--- src/rtl/tdm_demux_if.sv ---
// tdm_demux_if: serial link inputs and recovered-frame outputs of the TDM
// receive demultiplexer. The link side (master) drives din/din_valid/frame_sync;
// the demux (slave) drives the recovered frame, slot index and status pulses.
// Optional macro TDM_DEMUX_PARITY_EN widens sel to 4 bits and adds parity_err.
interface tdm_demux_if;
`ifdef TDM_DEMUX_PARITY_EN
  localparam int SEL_W = 4;
`else
  localparam int SEL_W = 3;
`endif

  logic             din;
  logic             din_valid;
  logic             frame_sync;
  logic [7:0]       out;
  logic             frame_valid;
  logic [SEL_W-1:0] sel;
  logic             locked;
  logic             sync_err;
`ifdef TDM_DEMUX_PARITY_EN
  logic             parity_err;

  modport master (output din, din_valid, frame_sync,
                  input  out, frame_valid, sel, locked, sync_err, parity_err);
  modport slave  (input  din, din_valid, frame_sync,
                  output out, frame_valid, sel, locked, sync_err, parity_err);
`else
  modport master (output din, din_valid, frame_sync,
                  input  out, frame_valid, sel, locked, sync_err);
  modport slave  (input  din, din_valid, frame_sync,
                  output out, frame_valid, sel, locked, sync_err);
`endif
endinterface

--- src/rtl/tdm_demux.sv ---
// tdm_demux: receive end of the 8-channel TDM link. Hunts for frame_sync,
// tracks the slot index, accumulates one frame and publishes it as a
// registered 8-bit word with a one-cycle frame_valid pulse. A flywheel keeps
// lock across up to SYNC_LOSS_LIMIT-1 missing sync markers.
// Optional macro TDM_DEMUX_PARITY_EN: 9-slot frame, slot 8 carries even
// parity over slots 0..7; a parity mismatch holds out and pulses parity_err.
module tdm_demux #(
  parameter int SYNC_LOSS_LIMIT = 2
) (
  input  logic        clk,
  input  logic        rst,
  tdm_demux_if.slave  bus
);

`ifdef TDM_DEMUX_PARITY_EN
  localparam int SEL_W = 4;
  localparam int STG_W = 8;
  localparam logic [SEL_W-1:0] LAST_SLOT = 4'd8;
`else
  localparam int SEL_W = 3;
  localparam int STG_W = 7;   // slot 7 goes straight to out, never staged
  localparam logic [SEL_W-1:0] LAST_SLOT = 3'd7;
`endif
  localparam logic [SEL_W-1:0] SLOT0 = '0;
  localparam logic [SEL_W-1:0] SLOT1 = SEL_W'(1);
  localparam logic [1:0]       LOSS_LIMIT = 2'(SYNC_LOSS_LIMIT);

  typedef enum logic [0:0] {HUNT = 1'b0, LOCKED = 1'b1} state_t;

`ifdef TDM_DEMUX_PARITY_EN
  // Even parity bit expected for a data byte.
  function automatic logic even_parity(input logic [7:0] data);
    return ^data;
  endfunction
`endif

  state_t             state_r, state_nxt_s;
  logic [SEL_W-1:0]   sel_r, sel_nxt_s;
  logic [STG_W-1:0]   staging_r, staging_nxt_s;
  logic [1:0]         miss_r, miss_nxt_s, miss_inc_s;
  logic [7:0]         out_r, out_nxt_s;
  logic               frame_valid_r, frame_valid_nxt_s;
  logic               sync_err_r, sync_err_nxt_s;
  logic               locked_r;
`ifdef TDM_DEMUX_PARITY_EN
  logic               parity_err_r, parity_err_nxt_s;
`endif

  // Next-state and output decode for each accepted serial bit.
  always_comb begin
    state_nxt_s       = state_r;
    sel_nxt_s         = sel_r;
    staging_nxt_s     = staging_r;
    miss_nxt_s        = miss_r;
    out_nxt_s         = out_r;
    frame_valid_nxt_s = 1'b0;
    sync_err_nxt_s    = 1'b0;
`ifdef TDM_DEMUX_PARITY_EN
    parity_err_nxt_s  = 1'b0;
`endif
    miss_inc_s        = miss_r + 2'd1;
    if (bus.din_valid) begin
      case (state_r)
        HUNT: begin
          if (bus.frame_sync) begin
            staging_nxt_s = {{(STG_W-1){1'b0}}, bus.din};
            sel_nxt_s     = SLOT1;
            miss_nxt_s    = 2'd0;
            state_nxt_s   = LOCKED;
          end else begin
            sel_nxt_s     = SLOT0;
          end
        end
        LOCKED: begin
          if (sel_r == SLOT0) begin
            if (bus.frame_sync) begin
              miss_nxt_s       = 2'd0;
              staging_nxt_s[0] = bus.din;
              sel_nxt_s        = SLOT1;
            end else if (miss_inc_s >= LOSS_LIMIT) begin
              // Too many missing markers: drop the bit and re-hunt.
              miss_nxt_s  = 2'd0;
              sel_nxt_s   = SLOT0;
              state_nxt_s = HUNT;
            end else begin
              // Flywheel: assume the frame boundary is still correct.
              miss_nxt_s       = miss_inc_s;
              staging_nxt_s[0] = bus.din;
              sel_nxt_s        = SLOT1;
            end
          end else if (bus.frame_sync) begin
            // Misplaced marker: abandon the partial frame, restart at slot 0.
            sync_err_nxt_s = 1'b1;
            staging_nxt_s  = {{(STG_W-1){1'b0}}, bus.din};
            miss_nxt_s     = 2'd0;
            sel_nxt_s      = SLOT1;
          end else if (sel_r == LAST_SLOT) begin
`ifdef TDM_DEMUX_PARITY_EN
            if (even_parity(staging_r) == bus.din) begin
              out_nxt_s         = staging_r;
              frame_valid_nxt_s = 1'b1;
            end else begin
              parity_err_nxt_s  = 1'b1;
            end
`else
            out_nxt_s         = {bus.din, staging_r};
            frame_valid_nxt_s = 1'b1;
`endif
            sel_nxt_s = SLOT0;
          end else begin
            staging_nxt_s[sel_r[2:0]] = bus.din;
            sel_nxt_s                 = sel_r + SLOT1;
          end
        end
        default: begin
          state_nxt_s = HUNT;
          sel_nxt_s   = SLOT0;
        end
      endcase
    end else begin
      state_nxt_s = state_r;
    end
  end

  // State and output registers; reset discards any partial frame.
  always_ff @(posedge clk or posedge rst) begin
    if (rst) begin
      state_r       <= HUNT;
      sel_r         <= SLOT0;
      staging_r     <= '0;
      miss_r        <= 2'd0;
      out_r         <= 8'h00;
      frame_valid_r <= 1'b0;
      sync_err_r    <= 1'b0;
      locked_r      <= 1'b0;
`ifdef TDM_DEMUX_PARITY_EN
      parity_err_r  <= 1'b0;
`endif
    end else begin
      state_r       <= state_nxt_s;
      sel_r         <= sel_nxt_s;
      staging_r     <= staging_nxt_s;
      miss_r        <= miss_nxt_s;
      out_r         <= out_nxt_s;
      frame_valid_r <= frame_valid_nxt_s;
      sync_err_r    <= sync_err_nxt_s;
      locked_r      <= (state_nxt_s == LOCKED);
`ifdef TDM_DEMUX_PARITY_EN
      parity_err_r  <= parity_err_nxt_s;
`endif
    end
  end

  assign bus.out         = out_r;
  assign bus.frame_valid = frame_valid_r;
  assign bus.sel         = sel_r;
  assign bus.locked      = locked_r;
  assign bus.sync_err    = sync_err_r;
`ifdef TDM_DEMUX_PARITY_EN
  assign bus.parity_err  = parity_err_r;
`endif

endmodule

--- src/flat_wrapper.sv ---
// flat-port wrapper written by rule: the top's interface ports become plain ports
module tdm_demux_flat 
#(
  parameter int SYNC_LOSS_LIMIT = 2
)
  (clk, rst, bus_din, bus_din_valid, bus_frame_sync, bus_out, bus_frame_valid, bus_sel, bus_locked, bus_sync_err);
  tdm_demux_if bus_i ();
  input  logic clk;
  input  logic rst;
  input wire logic [$bits(bus_i.din)-1:0] bus_din;
  input wire logic [$bits(bus_i.din_valid)-1:0] bus_din_valid;
  input wire logic [$bits(bus_i.frame_sync)-1:0] bus_frame_sync;
  output wire logic [$bits(bus_i.out)-1:0] bus_out;
  output wire logic [$bits(bus_i.frame_valid)-1:0] bus_frame_valid;
  output wire logic [$bits(bus_i.sel)-1:0] bus_sel;
  output wire logic [$bits(bus_i.locked)-1:0] bus_locked;
  output wire logic [$bits(bus_i.sync_err)-1:0] bus_sync_err;
  assign bus_i.din = bus_din;
  assign bus_i.din_valid = bus_din_valid;
  assign bus_i.frame_sync = bus_frame_sync;
  assign bus_out = bus_i.out;
  assign bus_frame_valid = bus_i.frame_valid;
  assign bus_sel = bus_i.sel;
  assign bus_locked = bus_i.locked;
  assign bus_sync_err = bus_i.sync_err;
  tdm_demux #(.SYNC_LOSS_LIMIT(SYNC_LOSS_LIMIT)) u_core (.clk(clk), .rst(rst), .bus(bus_i));
endmodule
--- config.mk ---
export PLATFORM = sky130hd
export DESIGN_NAME = tdm_demux_flat
export DESIGN_NICKNAME = d
export VERILOG_FILES = /design/src/rtl/tdm_demux_if.sv /design/src/rtl/tdm_demux.sv /design/src/flat_wrapper.sv
export SDC_FILE = /design/constraint.sdc
export NUM_CORES = 1
export LEC_CHECK = 0
export ABC_AREA = 1
export BUFFER_PORTS_ARGS = -buffer_cell sky130_fd_sc_hd__buf_2
export CAP_MARGIN = 20
export CELL_PAD_IN_SITES_DETAIL_PLACEMENT = 0
export CELL_PAD_IN_SITES_GLOBAL_PLACEMENT = 2
export CORE_ASPECT_RATIO = 1.75
export CORE_MARGIN = 1
export CORE_UTILIZATION = 29
export CTS_CLUSTER_SIZE = 28
export DETAILED_ROUTE_END_ITERATION = 7
export GPL_TIMING_DRIVEN = 0
export PLACE_DENSITY = 0.84
export SLEW_MARGIN = 5
export SYNTH_ARGS = -nofsm -noshare
export SYNTH_HDL_FRONTEND = slang
export SYNTH_SLANG_ARGS = --single-unit
--- constraint.sdc ---
create_clock -name clk -period 1.59 [get_ports clk]
set_clock_uncertainty 0.05 [all_clocks]
set_input_delay 0 -clock clk [delete_from_list [all_inputs] [get_ports clk]]
set_output_delay 0 -clock clk [all_outputs]
set_load 0.005 [all_outputs]
==> impl_metrics.yaml, run 1 <==
detailed_routing:
  wl_per_cell_um: 11.8
  routed_via_density: 4.53
  highest_layer: "met4"
  wl_met2_um: 1390
  vias: 991
  wl_met1_um: 1120
  drtAntennaViolNets: 0
  drt_iter0_drc: 13
  wirelength_um: 2580
  wl_met3_um: 39
  drc_errors: 0
  dr.pass1.iters: 4
timing:
  slew_headroom: 0.418
  hold_violations: 0
  fin_crit_ns: 1.54
  fmax_mhz: 651
  setup_tns_ns: 0
  post-route-period-util: 0.965
  slew_viol_final: 0
  rsz0062_at_grt: "true"
  finalSetupViolations: 0
  holdWs_ns: 0.0297
  finalWorstSetupSlack_ns: 0.0550
  tightest_slew_ns: 0.872
place:
  portBuffers: 17
  pre_cts_ws_ns: -0.0832
  dp_hpwl_um: 2000
  gp_congestion: 0.793
  dp.cells: 212
logic_synthesis:
  synth_top_area_share: 0.475
  yosysMostFrequentCell: "nand2_1"
  yosys_most_used_dff: "dfrtp_1"
  synth_seq_cells: 23
  yosysTopAreaCell: "dfrtp_1"
  syn_inst: 147
  seq_area_frac_synth: 0.475
  synth_area_um2: 1210
  synth_edf_count: 0
  synth_fp_nets: 157
  syn-mean-instance-area_um2: 8.24
  ys_top_cells_by_area: "dfrtp_1 48%, nand2_1 14%, ha_1 5.2%"
  synth_common_cells: "46 x nand2_1, 23 x dfrtp_1, 13 x inv_1"
  async_flop_share: 1.00
  ys_types: 22
  yosysWarnings: 0
floorplan:
  initial_core_util: 0.307
  pin_count: 19
  die_w_um: 50.9
  dieHeight_um: 87.5
  die-area_um2: 4450
  core_area_um2: 3940
  rows: 30
cts:
  root_buffer: "clkbuf_8"
  htreeDepth: 1
  cts_buffers: 3
  clock-sinks: 23
  cts_tree: "built"
  insertion_delay_ns: 0.26
  clkTransAtPathRegs_ns: 0.08
  cts.path.max_buffers: 2
setup_path:
  critPathCaptureType: "flip-flop"
  crit_path_start_kind: "flip-flop"
  required_ns: 1.70
  cp.arrival_ns: 1.64
  critPathMaxFanout: 5
  crit_type: "flip-flop to flip-flop"
grt:
  antenna_found_initial: 0
  grt_pass1_vias: 1045
  grt_overflow: 0
  grt_pass1_wl_um: 4580
  grt_max_degree: 24
  grtUsageTotal: 0.135
finish:
  num_antenna_cells: 0
  drive_gt1_frac: 0.281
  fin_cells: 219
  nNetsFinal: 182
  area_growth_syn_to_layout_pct: 20.2
  fillers: 425
power_and_ir_drop:
  leakagePower_nw: 0.797
  power.density_nw_per_um2: 966
  power_w: 0.00141
  ir_drop_mv: 0.438
run:
  maxCapViolCount: 0
outcome:
  outcome: "complete, no violations"
worst_hold_path:
  hold_class: "primary input to flip-flop"
-- sequential cells by signal, indices dropped and copies added, names as in the netlist --
| register | cells |
|---|---|
| u_core.bus.sel | 3 |
| u_core.miss_r | 2 |
| u_core.staging_r | 7 |
| u_core.bus.sync_err | 1 |
| u_core.state_r | 1 |
| u_core.bus.out | 8 |
| u_core.bus.frame_valid | 1 |
-- cell usage in the layout (no fill, tap or decap), types with 2 or more instances in the layout --
master	count
inv_2	5
buf_4	3
nand3_1	10
o22ai_1	3
nand4_1	3
nor3_1	5
clkbuf_8	3
dfrtp_2	2
inv_4	2
o21ai_1	8
nand2_1	45
nand2_2	4
buf_2	18
nand3_4	2
ha_1	4
dfrtp_1	21
inv_1	13
nor2_1	8
-- logic make-up after synthesis --
logic type,after synthesis,synth area share
AOI/OAI and AO/OA,15,0.0702
adders and majority gates,5,0.0517
buffers and inverters,22,0.0723
DFF,23,0.475
and+or+nand+nor,82,0.331
-- power by group --
part           switching [W]  internal [W]  leakage [nW]  total, W
registers          0.0000307      0.000627         0.308  0.000658
logic               0.000249      0.000140         0.463  0.000389
clock network       0.000185      0.000175        0.0255  0.000360
total               0.000465      0.000941         0.797   0.00141
-- area by class of cell --
| type | count | area [um2] | share of cell area |
|---|---|---|---|
| sequential | 23 | 578 | 0.397 |
| clock buffer | 3 | 41.3 | 0.0284 |
| clock inverter | 1 | 5.00 | 0.00344 |
| timing repair buffer | 20 | 110 | 0.0756 |
| buffer | 2 | 12.5 | 0.00859 |
| multi-input combinational | 102 | 569 | 0.391 |
| tap | 48 | 60.1 | 0.0412 |
| inverter | 20 | 80.1 | 0.0550 |
-- final timing paths --
check	slack, ns	to	from	depth (start not counted)
min in group asynchronous	0.40	u_core.bus.out[3]	rst	3
hold reg to reg	0.42	u_core.bus.out[3]	u_core.staging_r[3]	2
setup reg to reg	0.05	u_core.staging_r[2]	u_core.bus.sel[0]	8
max in group asynchronous	0.49	u_core.bus.sel[1]	rst	3
setup / recovery	0.05	u_core.staging_r[2]	u_core.bus.sel[0]	8
hold / removal	0.03	u_core.bus.sel[0]	bus_din_valid	2
-- what timing repair did --
item	in CTS	in global routing
pin swaps	0	1
hold endpoints to repair	23	0
hold buffers	1	0
setup endpoints to repair	12	18
resized for setup	2	7
setup buffers	2	0
-- metal layers --
metal | vias up | track usage
met3 | 4 | 0.0157
met1 | 450 | 0.146
met4 | 0 | 0.0505
met2 | 14 | 0.261
met5 | - | 0
li1 | 523 | -
-- metrics by stage --
step / cell area [um2] / util
final: 1460 / 0.370
after global routing: 1460 / 0.370
after CTS: 1430 / 0.363
after detailed placement: 1360 / 0.344
after global placement: 1360 / 0.344
after floorplan: 1210 / -
-- worst max-delay path, cell delays in order, from the launching register on --
cell and delay, ns:
dfrtp_2 0.44, ha_1 0.23, ha_1 0.20, nand2_1 0.12, nand3_4 0.12, inv_4 0.10
o21ai_1 0.06, nand2_1 0.06, nand2_1 0.05
Note: power is estimated with default switching activity, not from simulation.
==> inputs of run 2 (changes only) <==
CELL_PAD_IN_SITES_DETAIL_PLACEMENT = 1   (was 0)
CELL_PAD_IN_SITES_GLOBAL_PLACEMENT = 1   (was 2)
CORE_UTILIZATION = 37   (was 29)
PLACE_DENSITY = not set   (was 0.84)
PLACE_DENSITY_LB_ADDON = 0.2   (was not set)
==> run 2 against run 1 <==
Critical endpoint is now u_core.staging_r[4]. Clock power is essentially flat. Critical path type unchanged. Worst hold slack improved by 0.023 ns. Largest cell class unchanged. Die area fell by 21%. Via count rose by 5.9%. Cell count shrank 1.8%.
==> impl_metrics.yaml, run 2 (synthesized netlist as in run 1, its figures left out) <==
timing:
  hold_violations: 0
  rsz0062_at_grt: "true"
  post-route-period-util: 0.949
  holdWs_ns: 0.0531
  tightest_slew_ns: 0.862
  slew_headroom: 0.425
  finalSetupViolations: 0
  slew_viol_final: 0
  fin_crit_ns: 1.51
  fmax_mhz: 663
detailed_routing:
  wirelength_um: 2870
  routed_via_density: 4.88
  drt_iter0_drc: 15
  wl_per_cell_um: 13.4
  drc_errors: 0
  drtAntennaViolNets: 0
  dr.pass1.iters: 3
  vias: 1049
cts:
  root_buffer: "clkbuf_8"
  cts.path.max_buffers: 2
  clkTransAtPathRegs_ns: 0.08
  insertion_delay_ns: 0.26
  cts_buffers: 3
  clock-sinks: 23
  cts_tree: "built"
  htreeDepth: 1
finish:
  drive_gt1_frac: 0.285
  num_antenna_cells: 0
  nNetsFinal: 183
  area_growth_syn_to_layout_pct: 19.7
  largest_register_ffs: 8
  multi_input_comb_area_um2: 567
  seqCellArea_um2: 578
  fin_cells: 215
  final_common_cell: "nand2_1"
  mostFrequentLayoutCells: "45 x nand2_1, 21 x dfrtp_1, 18 x buf_2"
  fillers: 399
  finalInstanceArea_um2: 1450
floorplan:
  rows: 27
  dieHeight_um: 77.7
  initial_core_util: 0.386
  die-area_um2: 3520
  core_area_um2: 3140
  pin_count: 19
  die_w_um: 45.3
grt:
  grt_overflow: 0
  antenna_found_initial: 0
  grt_pass1_wl_um: 4760
  grt_pass1_vias: 1069
  grt_max_degree: 24
  grtUsageTotal: 0.183
place:
  gp_congestion: 0.846
  dp.cells: 207
  place_area_um2: 1350
  dp_hpwl_um: 2160
  portBuffers: 17
worst_hold_path:
  hold_class: "primary input to flip-flop"
power_and_ir_drop:
  total_switching_power_w: 0.000474
  comb_power_share: 0.278
  intPower_w: 0.000935
  swShare: 0.337
  sequentialPowerShare: 0.467
  leakagePower_nw: 0.793
  power.density_nw_per_um2: 972
  ir_drop_mv: 0.507
  clkPwrFrac: 0.255
  power_w: 0.00141
outcome:
  outcome: "complete, no violations"
setup_path:
  required_ns: 1.69
  cp.arrival_ns: 1.61
  crit_path_start_kind: "flip-flop"
  critPathMaxFanout: 5
  crit_type: "flip-flop to flip-flop"
  critPathCaptureType: "flip-flop"
run:
  maxCapViolCount: 0
==> run 2: cell types whose count changed in the layout (fill, tap and decap cells not counted) <==
cell     change
o21ai_2      +1
inv_2        +1
nand3_1      +1
inv_4        -1
inv_1        -1
inv_6        +1
o21ai_4      -1
==> run 2: what timing repair did <==
item | 4_1_cts | 5_1_grt
gates resized for setup | 3 | 6
hold buffers | 1 | 0
gates cloned | 0 | 1
setup buffers | 1 | 1
setup endpoints to repair | 19 | 16
endpoints found under the hold margin | 23 | 0
pin swaps | 0 | 1
==> run 2: worst paths after layout <==
check,start,to,slack [ns],depth (start not counted)
max in group asynchronous,rst,u_core.bus.sel[1],0.49,3
max,u_core.bus.sel[0],u_core.staging_r[4],0.08,8
min in group asynchronous,rst,u_core.bus.out[0],0.40,3
min reg2reg,u_core.staging_r[5],u_core.bus.out[5],0.42,2
min,bus_din,u_core.staging_r[1],0.05,5
max reg2reg,u_core.bus.sel[0],u_core.staging_r[4],0.08,8
==> run 2: worst max-delay path: stages (launching register included) <==
cell and delay (ns):
dfrtp_2 0.44, ha_2 0.20, ha_1 0.20, nand2_1 0.11
nand3_4 0.12, inv_4 0.11, o21ai_1 0.06, nand2_1 0.06
nand2_1 0.05
==> run 2: area by class of cell <==
class	count	area share
sequential	23	0.399
multi-input combinational	103	0.391
timing repair buffer	20	0.0759
inverter	20	0.0569
tap	43	0.0371
clock buffer	3	0.0285
buffer	2	0.00863
clock inverter	1	0.00345
==> run 2: per-layer routing <==
metal / wire length (um) / up-vias / global-route usage
met1: 1190 / 512 / 0.197
met3: 43 / 2 / 0.0209
met2: 1620 / 13 / 0.342
met5: 0 / - / 0
li1: - / 522 / -
met4: 22 / 0 / 0.0636
==> run 2: through the flow <==
step / setup TNS [ns] / setup WS, ns / utilization
2_1_floorplan: 0 / 0.0913 / -
3_3_place_gp: -0.489 / -0.0549 / 0.430
3_5_place_dp: -1.26 / -0.123 / 0.430
4_1_cts: 0 / 0.0132 / 0.452
5_1_grt: -0.112 / -0.0329 / 0.462
6_report: 0 / 0.0812 / 0.462
==> run 2: power groups by stage <==
| stage | logic (W) | clock network, W | registers (W) |
|---|---|---|---|
| final | 0.000392 | 0.000359 | 0.000658 |
| after global routing | 0.000439 | 0.000396 | 0.000663 |
| after CTS | 0.000372 | 0.000368 | 0.000659 |
| after detailed placement | 0.000345 | 0 | 0.000678 |
| after global placement | 0.000333 | 0 | 0.000674 |
| after floorplan | 0.000252 | 0 | 0.000668 |
